### src/rtl/alu_pkg.sv
// Shared opcode, state and decode definitions
// for the digit-serial ALU.
package alu_pkg;

  localparam logic [2:0] OP_AND = 3'b000;
  localparam logic [2:0] OP_OR  = 3'b001;
  localparam logic [2:0] OP_ADD = 3'b010;
  localparam logic [2:0] OP_SUB = 3'b110;
  localparam logic [2:0] OP_SLT = 3'b111;

  typedef enum logic [1:0] {
    IDLE = 2'd0,
    RUN  = 2'd1,
    DONE = 2'd2
  } state_t;

  function automatic logic legal_op(input logic [2:0] op);
    logic ok;
    ok = 1'b0;
    unique case (1'b1)
      (op == OP_AND): ok = 1'b1;
      (op == OP_OR):  ok = 1'b1;
      (op == OP_ADD): ok = 1'b1;
      (op == OP_SUB): ok = 1'b1;
      (op == OP_SLT): ok = 1'b1;
      default:        ok = 1'b0;
    endcase
    return ok;
  endfunction

endpackage

### src/rtl/alu_digit_slice.sv
// Combinational DIGIT-bit ripple slice: logic ops or
// add/sub with carry chain and carry-into-top-bit export.
module alu_digit_slice
  import alu_pkg::*;
#(
  parameter int DIGIT = 1
) (
  input  logic [DIGIT-1:0] a_d,
  input  logic [DIGIT-1:0] b_d,
  input  logic             cin,
  input  logic [2:0]       op,
  output logic [DIGIT-1:0] r_d,
  output logic             cout,
  output logic             c_msb
);

  logic c;
  logic bx;

  always_comb begin
    c     = cin;
    c_msb = cin;
    bx    = 1'b0;
    r_d   = '0;
    for (int i = 0; i < DIGIT; i++) begin
      if (i == DIGIT - 1) c_msb = c;
      bx = b_d[i] ^ op[2];
      unique case (1'b1)
        (op == OP_AND): r_d[i] = a_d[i] & b_d[i];
        (op == OP_OR):  r_d[i] = a_d[i] | b_d[i];
        default:        r_d[i] = a_d[i] ^ bx ^ c;
      endcase
      c = (a_d[i] & bx) | (c & (a_d[i] ^ bx));
    end
    cout = c;
  end

endmodule

### src/rtl/serial_alu.sv
// Digit-serial ALU: LSB-first, DIGIT bits per cycle,
// valid/ready on both sides, registered result and flags.
module serial_alu
  import alu_pkg::*;
#(
  parameter int WIDTH = 32,
  parameter int DIGIT = 1
) (
  input  logic             clk,
  input  logic             rst_n,
  input  logic             in_valid,
  output logic             in_ready,
  input  logic [WIDTH-1:0] a,
  input  logic [WIDTH-1:0] b,
  input  logic [2:0]       op,
  output logic             out_valid,
  input  logic             out_ready,
  output logic [WIDTH-1:0] result,
  output logic             cout,
  output logic             overflow,
  output logic             zero,
  output logic             op_err
);

  localparam int N  = WIDTH / DIGIT;
  localparam int CW = $clog2(N + 1);

  state_t           state;
  logic [CW-1:0]    cnt;
  logic [WIDTH-1:0] a_sh;
  logic [WIDTH-1:0] b_sh;
  logic [WIDTH-1:0] r_sh;
  logic [2:0]       op_r;
  logic             carry;
  logic             c_msb_r;

  logic [DIGIT-1:0] r_d;
  logic             s_cout;
  logic             s_msb;

  alu_digit_slice #(.DIGIT(DIGIT)) u_slice (
    .a_d   (a_sh[DIGIT-1:0]),
    .b_d   (b_sh[DIGIT-1:0]),
    .cin   (carry),
    .op    (op_r),
    .r_d   (r_d),
    .cout  (s_cout),
    .c_msb (s_msb)
  );

  logic             legal;
  logic             ovf_raw;
  logic             less;
  logic [WIDTH-1:0] res_n;
  logic             cout_n;
  logic             ovf_n;

  // Flag and result finalisation from the completed shift state.
  always_comb begin
    legal   = legal_op(op_r);
    ovf_raw = carry ^ c_msb_r;
    less    = r_sh[WIDTH-1] ^ ovf_raw;
    res_n   = r_sh;
    cout_n  = 1'b0;
    ovf_n   = 1'b0;
    unique case (1'b1)
      (!legal): res_n = '0;
      (op_r == OP_SLT): res_n = WIDTH'(less);
      (op_r == OP_ADD),
      (op_r == OP_SUB): begin
        cout_n = carry;
        ovf_n  = ovf_raw;
      end
      default: res_n = r_sh;
    endcase
  end

  always_ff @(posedge clk or negedge rst_n) begin
    if (!rst_n) begin
      state     <= IDLE;
      cnt       <= '0;
      a_sh      <= '0;
      b_sh      <= '0;
      r_sh      <= '0;
      op_r      <= '0;
      carry     <= 1'b0;
      c_msb_r   <= 1'b0;
      in_ready  <= 1'b1;
      out_valid <= 1'b0;
      result    <= '0;
      cout      <= 1'b0;
      overflow  <= 1'b0;
      zero      <= 1'b0;
      op_err    <= 1'b0;
    end else begin
      unique case (state)
        IDLE: begin
          if (in_valid) begin
            a_sh     <= a;
            b_sh     <= b;
            op_r     <= op;
            carry    <= op[2];
            cnt      <= '0;
            in_ready <= 1'b0;
            state    <= RUN;
          end
        end
        RUN: begin
          // Extra count step loads the output registers.
          if (cnt == CW'(N)) begin
            result    <= res_n;
            cout      <= cout_n;
            overflow  <= ovf_n;
            zero      <= (res_n == '0);
            op_err    <= !legal;
            out_valid <= 1'b1;
            state     <= DONE;
          end else begin
            a_sh    <= a_sh >> DIGIT;
            b_sh    <= b_sh >> DIGIT;
            r_sh    <= (r_sh >> DIGIT)
                     | (WIDTH'(r_d) << (WIDTH - DIGIT));
            carry   <= s_cout;
            c_msb_r <= s_msb;
            cnt     <= cnt + CW'(1);
          end
        end
        DONE: begin
          if (out_ready) begin
            out_valid <= 1'b0;
            in_ready  <= 1'b1;
            state     <= IDLE;
          end
        end
        default: state <= IDLE;
      endcase
    end
  end

endmodule

### config.mk
export PLATFORM = sky130hd
export DESIGN_NAME = serial_alu
export DESIGN_NICKNAME = d
export VERILOG_FILES = /design/src/rtl/alu_pkg.sv /design/src/rtl/alu_digit_slice.sv /design/src/rtl/serial_alu.sv
export SDC_FILE = /design/constraint.sdc
export NUM_CORES = 1
export LEC_CHECK = 0
export BUFFER_PORTS_ARGS = -buffer_cell sky130_fd_sc_hd__buf_2
export CAP_MARGIN = 30
export CORE_ASPECT_RATIO = 1.2
export CORE_UTILIZATION = 40
export DETAILED_ROUTE_END_ITERATION = 10
export GPL_TIMING_DRIVEN = 0
export SLEW_MARGIN = 30
export SYNTH_ARGS = -nofsm -noshare
export SYNTH_HDL_FRONTEND = slang
export SYNTH_SLANG_ARGS = --single-unit
export TNS_END_PERCENT = 20
### constraint.sdc
create_clock -name clk -period 4.7 [get_ports clk]
set_input_delay 0.235 -clock clk [delete_from_list [all_inputs] [get_ports clk]]
set_output_delay 0.235 -clock clk [all_outputs]
set_load 0.01 [all_outputs]
==> metrics <==
Nets=approximately 870; Top Ports=around 110; Overall Global Routing Usage=18.6%; cts repair resizes=0; Worst Setup Path Type=register to register; Hold Crit Start=op[1]; Inserted Clock Buffers=17; fin util=50.4%; Reg clk slew, reported paths=approximately 0.06 ns; num rows=50; area leader, netlist=dfrtp_1; start of the worst register-to-register path=cnt[0]; syn nets=roughly 740; Synth Instances=663; P per Cell Area=just under 700 nW/um^2; hold crit path type=input port to register; GP Congestion=roughly 0.8; clock skew=~0.0098 ns; CTS max path bufs=2; kind of cell adding the most delay to the critical path=buffers and inverters; final setup TNS=0 ns; RSZ-0062 raised after global routing=false; Static Leak=about 3.7 nW; synthesized flop and latch total=approximately 150; ranking of synthesized cells by area=dfrtp_1, nand2_1, mux2_2; initial core utilization=slightly above 40%; Initial DRC Count=254; worst skew pair latency=0.41 ns; core region area=between 15000 and 20000 sq um; final hold violations=0; CP max stage cell=dfrtp_1; H-tree levels=4; number of flops mapped to enable cells by yosys=0; worst-path cell chain=inv_1 > ha_1 > a31oi_4 > buf_2 > mux2_2; mapped cell area=6460 sq um; main flop type after synthesis=dfrtp_1; startpoint types=register; post-synthesis sequential area ratio=a little under three fifths; CTS tree=yes; Die Span Y=between 100 and 150 um; DP HPWL=10400 um; number of antenna violations at the first check in global routing=1; final WL=14700 um; syn_area_per_cell=around 9.7 sq um; pin count of the biggest net entering global routing=84; Yosys top cell area share=a little under three fifths; Synthesis Warnings=0; Peak VDD IR=between 0.2 and 0.3 mV; critical path startpoint=cnt[0]; root buf cell=clkbuf_16; CP endpoint kind=register; total grt overflow=0; largest stage delay on the critical path=roughly 0.4 ns; Layout area overhead=22.4%; WP data arrival=between 2 and 2.5 ns; post-layout min period=about 2 ns; share of layout cells above drive strength 1=25.6%; Max Clk Rate=between 500 and 600 MHz; Final Max Tran Viols=0; Antenna Nets Post-Route=0; MaxCap Viol Count=0; status=finished clean; vias in the first global route=just over 5k; Setup violations, final=0; Initial DRT Pass Iterations=4; WP data required=approximately 5.0 ns; worst-path fanout max=10; global-route wire length before repair=24500 um; Yosys cell types=about 40; Clock Sinks=between 100 and 150; post-CTS setup buffers=0; Buf+Inv Stages, Crit Path=2; port buffer count=108; die width=around 120 um; post-DR vias/cell=between 5 and 6; post-synthesis async set-or-reset flop share=between 90% and 100%; Avg WL per Cell=roughly 14 um; number of hold buffers added after cts=1; DRC Markers=0; Final period util=a little over two fifths; max_slew headroom=64.2%; via count=5238; slew of the pin with the lowest slew margin=0.521 ns; die area=16700 sq um
worst paths after layout:
check | slack [ns] | cells after the start | to
setup / recovery | 2.71 | 5 | r_sh[24]
hold / removal | 0.05 | 2 | op_r[1]
setup reg to reg | 2.71 | 5 | r_sh[24]
hold reg to reg | 0.46 | 2 | overflow
max in group asynchronous | 3.56 | 3 | in_ready
min in group asynchronous | 0.36 | 2 | result[21]
cell usage in the layout, fill, tap and decap left out, drive strengths merged, types with 2 or more instances in the layout:
master    synthesis  layout
a211oi            2       2
a21oi             6       6
a22o              3       3
a31oi            63      63
buf              25     134
bufinv            0       2
clkbuf           26      49
clkinv            0       2
clkinvlp          0       4
dfrtp           146     146
ha                2       2
inv               8       8
mux2             37      37
nand2           195     195
nand2b            2       2
nand3            36      36
nand4             5       5
nor2             11      11
nor2b             2       2
nor3             65      65
nor4              8       8
o21a              2       2
o21ai             3       3
xnor2             2       2
xor2              3       3
cell usage after synthesis, types with 2 or more instances:
cell / count
a211oi_1: 2
a21oi_1: 6
a22o_1: 3
a31oi_1: 62
buf_1: 2
buf_2: 16
buf_4: 3
buf_6: 4
clkbuf_1: 26
dfrtp_1: 146
ha_1: 2
inv_1: 7
mux2_2: 37
nand2_1: 195
nand3_1: 36
nand4_1: 5
nor2_1: 10
nor2b_1: 2
nor3_1: 64
nor4_1: 8
o21a_1: 2
o21ai_0: 3
xnor2_1: 2
xor2_1: 3
kinds of logic (layout without fill, tap and decap cells):
group                    count (synthesis)  count (layout)  synth area share [%]
AO/OA/AOI/OAI                           83              83                  8.39
flip-flops                             147             147                  57.0
other                                    0               1                     0
adder cells (fa/ha/maj)                  4               4                 0.852
buffers and inverters                   59             200                  4.38
AND/OR/NAND/NOR                        327             327                  22.1
multiplexers                            38              38                  6.61
XOR/XNOR                                 5               5                 0.678
flip-flops by register name, summed over array words and instances (netlist names):
name,cells
c_msb_r,1
overflow,1
b_sh,32
cnt,6
op_r,3
zero,1
result,32
cout,1
r_sh,32
carry,1
out_valid,1
a_sh,32
state,2
in_ready,1
op_err,1
per-layer routing:
metal | up-vias | wire length (um) | track usage [%] | part of all wire, %
met4 | 0 | 255 | 7.76 | 1.7
met2 | 149 | 7260 | 31.0 | 50
li1 | 2560 | - | - | -
met5 | - | 0 | 0 | 0
met3 | 17 | 694 | 4.13 | 4.7
met1 | 2512 | 6440 | 23.3 | 44
area by class of cell:
type,count,area [sq um]
clock inverters,8,100
diodes,1,2.50
clock buffers,23,498
well taps,208,260
multi-input cells,457,2500
flip-flops and latches,147,3680
plain buffers,51,253
fillers,1503,7790
inverters,8,30.0
repair buffers,110,588
worst reg2reg max path, stage by stage (launching register included):
cell     delay, ns
dfrtp_1       0.40
inv_1         0.06
ha_1          0.27
a31oi_4       0.41
buf_2         0.35
mux2_2        0.37
metrics by stage:
stage / setup slack (ns) / power [W] / instance area [sq um] / hold WS [ns] / instances
detailed placement: 2.72 / 0.00415 / 7300 / 0.214 / 980
CTS: 2.70 / 0.00553 / 7910 / 0.0323 / 1012
finish: 2.71 / 0.00547 / 7910 / 0.0532 / 1013
global route: 2.59 / 0.00587 / 7910 / 0.0442 / 1012
floorplan: 3.06 / 0.00357 / 6460 / -0.0606 / 663
global placement: 1.32 / 0.00406 / 7260 / 0.447 / 979
report_power, final:
group	switching, W	internal (W)	total (W)
Clock	0.000502	0.000847	0.00135
Combinational	0.00103	0.000827	0.00185
Sequential	0.000416	0.00185	0.00227
Total	0.00195	0.00352	0.00547
(Power assumes the default switching activity.)
